File: config.mk
export PLATFORM = sky130hd
export DESIGN_NAME = bcd_1
export DESIGN_NICKNAME = d
export VERILOG_FILES = /design/src/rtl/bcd_1.sv
export SDC_FILE = /design/constraint.sdc
export NUM_CORES = 1
export LEC_CHECK = 0
export CAP_MARGIN = 25
export CELL_PAD_IN_SITES_DETAIL_PLACEMENT = 1
export CELL_PAD_IN_SITES_GLOBAL_PLACEMENT = 2
export CORE_MARGIN = 10
export CORE_UTILIZATION = 26
export CTS_CLUSTER_DIAMETER = 40
export DETAILED_ROUTE_END_ITERATION = 10
export PLACE_DENSITY = 0.79
export SLEW_MARGIN = 20
export SYNTH_ARGS = -nofsm -noshare
export SYNTH_HDL_FRONTEND = slang
export SYNTH_SLANG_ARGS = --single-unit
File: constraint.sdc
create_clock -name clk -period 2.2 [get_ports clk]
set_input_delay 0.44 -clock clk [delete_from_list [all_inputs] [get_ports clk]]
set_output_delay 0.44 -clock clk [all_outputs]
set_load 0.01 [all_outputs]
File: src/rtl/bcd_1.sv
// -----------------------------------------------------------------------------
// bcd_1 -- registered 4-bit code to seven-segment decoder.
//
// The code {A,B,C,D} (A = MSB) is decoded to segment drives a..g plus a
// decimal-point flag dp. Every output comes straight from a flop, so a new
// code shows up exactly one rising clk edge after it is applied.
//
// Parameters:
//   ACTIVE_LOW : 0 = segments/dp lit when 1; 1 = every output inverted
//                (common-anode display).
//   HEX_MODE   : 0 = codes 10-15 blank the digit and raise dp as an
//                invalid-code flag; 1 = codes 10-15 show glyphs A-F.
//
// Ports:
//   clk        : single clock, rising edge.
//   rst_n      : synchronous active-low reset; blanks the digit.
//   A, B, C, D : code bits 3..0.
//   a .. g     : segments (a top, b top-right, c bottom-right, d bottom,
//                e bottom-left, f top-left, g middle).
//   dp         : decimal point / invalid-code flag.
// -----------------------------------------------------------------------------
module bcd_1 #(
  parameter int unsigned ACTIVE_LOW = 0,
  parameter int unsigned HEX_MODE   = 0
) (
  input  logic clk,
  input  logic rst_n,
  input  logic A,
  input  logic B,
  input  logic C,
  input  logic D,
  output logic a,
  output logic b,
  output logic c,
  output logic d,
  output logic e,
  output logic f,
  output logic g,
  output logic dp
);

  // Output polarity is a single XOR mask over {a..g,dp}.
  localparam logic [7:0] INV_MASK = (ACTIVE_LOW != 0) ? 8'hFF : 8'h00;

  // Bit order of the pattern vectors: {a,b,c,d,e,f,g,dp}.
  logic [3:0] code;
  logic [7:0] lit;
  logic [7:0] seg_d;
  logic [7:0] seg_q;

  assign code = {A, B, C, D};

  always_comb begin
    // NOTE: default first so every path assigns 'lit' and no latch is inferred.
    lit = 8'b0000_0000;
    unique case (code)
      4'd0:  lit = 8'b1111_1100;
      4'd1:  lit = 8'b0110_0000;
      4'd2:  lit = 8'b1101_1010;
      4'd3:  lit = 8'b1111_0010;
      4'd4:  lit = 8'b0110_0110;
      4'd5:  lit = 8'b1011_0110;
      4'd6:  lit = 8'b1011_1110;
      4'd7:  lit = 8'b1110_0000;
      4'd8:  lit = 8'b1111_1110;
      4'd9:  lit = 8'b1111_0110;
      4'd10: lit = (HEX_MODE != 0) ? 8'b1110_1110 : 8'b0000_0001;
      4'd11: lit = (HEX_MODE != 0) ? 8'b0011_1110 : 8'b0000_0001;
      4'd12: lit = (HEX_MODE != 0) ? 8'b1001_1100 : 8'b0000_0001;
      4'd13: lit = (HEX_MODE != 0) ? 8'b0111_1010 : 8'b0000_0001;
      4'd14: lit = (HEX_MODE != 0) ? 8'b1001_1110 : 8'b0000_0001;
      4'd15: lit = (HEX_MODE != 0) ? 8'b1000_1110 : 8'b0000_0001;
      default: lit = 8'b0000_0000;
    endcase
    seg_d = lit ^ INV_MASK;
  end

  // Reset wins over decode; the blank state is all-unlit after polarity.
  always_ff @(posedge clk) begin
    // NOTE: non-blocking assignment for all sequential state.
    if (!rst_n) seg_q <= INV_MASK;
    else        seg_q <= seg_d;
  end

  assign {a, b, c, d, e, f, g, dp} = seg_q;

endmodule

Word-level counts from Yosys, hierarchy flattened --
Memory sizes are Yosys's and may differ from the RTL's. A register that Yosys moved wholly into a read port is not among the register bits. Index checks and enable logic that the tools add are counted.
Storage, ports and cells: bits in registers 0, bits in read-only memories 128, output and inout bits 8, memories kept 1
Memories:
- (name not given) | depth 16, width 8, read ports 1, clocked after Yosys merged registers in 1, wr ports 0, line 56 | unique case (code)
Operators by class: reductions and logical operators 1
Operator list (number):
- $logic_not A1 Y1 | 1

Depth between registers and ports, before layout --
word-level depth 1, mapped depth 5

Worst setup path before layout --
Ideal clock, no wire load.
kind input to register, start input A, end register seg_q[2], setup time 0.074 ns, arrival 1.114 ns, required time 2.126 ns, slack 1.011 ns, stages on the path 4, buffers on the path 1, path through buf_6 nand2b_4 or3b_1 o21ai_0
RTL lines:
- start, declared | line 28 | input logic A,
- end, declared | line 49 | logic [7:0] seg_q;

==> flow_summary.yaml <==
status:
  outcome: "completed"
clocking:
  cts_root_buf: "clkbuf_4"
  post_cts_buffers: 0
  cts_tree: "yes"
  ctsResizeCount: 0
  clockBufferDepth: 2
  cts_sinks: 8
  holdBufCountCts: 0
  cts_buffers: 3
  cts_max_level: 1
  clkTransAtPathRegs_ns: 0.05
finish:
  drive_gt1_frac: 0.07018
  largest_register: "seg_q"
  syn2layout_area_growth_pct: 38.30
  final_common_cell: "clkdlybuf4s50_1"
  largest_reg_flops: 8
  stdcell_area_um2: 569.3
  antennaDiodeCount: 0
  mostFrequentLayoutCells: "clkdlybuf4s50_1, dfxtp_1, ha_1"
  largest_registers: "seg_q x8"
  nNetsFinal: 71
worst_hold_path:
  min_path_cells: 2
  hold_class: "in -> reg"
grt:
  grt_pass1_vias: 367
  antenna_found_initial: 0
  grt_pass1_wl_um: 1656
  grt.total_usage: 0.06171
  grt_start_max_net_pins: 10
  grt_overflow: 0
sta:
  slew_headroom: 0.7845
  hold_violations: 0
  tns_ns: 0
  rsz0062_at_grt: "no"
  max_freq_ghz: 0.6046
  setup_viol: 0
  slew_violations: 0
  min_period_ns: 1.654
  whs_ns: 0.9597
  worst_pin_slew_ns: 0.3223
  finalCritPeriodShare: 0.7519
routing:
  first_pass_iters: 3
  drt-initial-drc-count: 1
  ant_nets: 0
  drt-wirelength-per-cell_um: 12.48
  num_vias: 320
  drc: 0
  via_per_inst: 4.384
  wl_um: 911
power_and_ir_drop:
  power_w: 0.0003372
  irDropWorstVdd_mv: 0.1659
  power_density_nw_per_um2: 592.3
  power.leakage_nw: 0.2544
yosys:
  syn-num-nets: 55
  yosysSeqAreaShare: 0.3891
  synth_cell_types: 19
  synth_area_per_cell_um2: 9.573
  synth.ff_latch_count: 8
  syn_area_um2: 411.6
  yosys_warnings: 0
  syn_inst: 43
critical_path:
  crit_path_top_delay_cell: "clkdlybuf4s50_1"
  worst_setup_path_start_kind: "primary input"
  criticalPathCategory: "in -> reg"
  cp.required_ns: 2.34
  worstPathMaxFanout: 8
  end_kind: "flop"
  critical_path_arrival_ns: 1.80
  max_stage_delay_ns: 0.64
  crit_end: "seg_q[6]$_SDFF_PN0_"
  startpoint: "C"
  cp.depth: 5
  worstPathCellList: "clkdlybuf4s50_1, inv_1, ha_1, nor2_1, o21a_1"
  crit_buf_inv: 2
  cp_top_family: "buffers and inverters"
job:
  cap_violations: 0
floorplan:
  die_height_um: 59.79
  dieArea_um2: 3575
  coreArea_um2: 1506
  initial_utilization: 0.2733
  rows: 14
  dieWidth_um: 59.79
  ios: 14
place:
  dp_hpwl_um: 740.5
  placed_area_um2: 546.8
  gp_congestion: 0.8094
  io_buffers: 13
cells in the mapped netlist:
library cell | count | area, um^2
a22oi_1 | 1 | 7.510
nand2_1 | 3 | 11.26
clkbuf_1 | 1 | 3.750
o21ai_0 | 4 | 20.02
or3b_1 | 1 | 8.760
nand3_1 | 1 | 5.000
mux2i_1 | 2 | 20.02
xnor2_1 | 1 | 8.760
o21a_1 | 2 | 15.01
ha_1 | 6 | 75.07
buf_6 | 1 | 11.26
nor2_1 | 1 | 3.750
nor3_1 | 1 | 5.000
inv_1 | 4 | 15.01
a21oi_1 | 3 | 15.01
nand2b_1 | 1 | 6.260
nor2b_1 | 1 | 6.260
dfxtp_1 | 8 | 160.2
nand2b_4 | 1 | 13.76
cell type report:
class / instances / area, um^2
clock buffers: 3 / 22.52
well taps: 16 / 20.02
inverters: 4 / 15.01
repair buffers: 13 / 130.1
multi-input cells: 29 / 221.5
fillers: 180 / 937.1
flip-flops and latches: 8 / 160.2
metal layers:
layer  vias to the layer above  GRT usage  wire, um  share of wire
met3                         2    0.02331        47          0.052
met5                         -          0         0              0
met1                       139    0.06675       432           0.47
met2                        10    0.08529       405           0.44
li1                        169          -         -              -
met4                         0    0.06731        25          0.027
cells by family after synthesis:
logic type | count (synthesis) | share of synthesized area
buf+inv | 6 | 0.07293
mux | 2 | 0.04863
flops | 8 | 0.3890
xor+xnor | 1 | 0.02128
fa+ha+maj | 6 | 0.1824
compound gates | 10 | 0.1398
simple gates | 10 | 0.1459
worst min path at each step:
stage | from | end
2_1_floorplan | B | seg_q[4]$_SDFF_PN0_
3_3_place_gp | seg_q[1]$_SDFF_PN0_ | g
3_5_place_dp | seg_q[4]$_SDFF_PN0_ | d
4_1_cts | B | seg_q[7]$_SDFF_PN0_
5_1_grt | rst_n | seg_q[5]$_SDFF_PN0_
6_report | rst_n | seg_q[6]$_SDFF_PN0_
through the flow:
step                      utilization  instances  setup slack (ns)
after CTS                      0.3779         73            0.5426
after global placement         0.3630         70            0.3395
after detailed placement       0.3630         70            0.2857
after floorplan                     -         43             1.011
final                          0.3779         73            0.5459
after global routing           0.3779         73            0.4539
power breakdown:
part           leakage [nW]  total [W]  internal [W]  switching (W)
clock network        0.0138   0.000109     0.0000622      0.0000468
registers            0.0664   0.000157      0.000155     0.00000212
logic                 0.174  0.0000710     0.0000383      0.0000326
total                 0.254   0.000337      0.000256      0.0000815
Power figures use the tool's default switching activity.
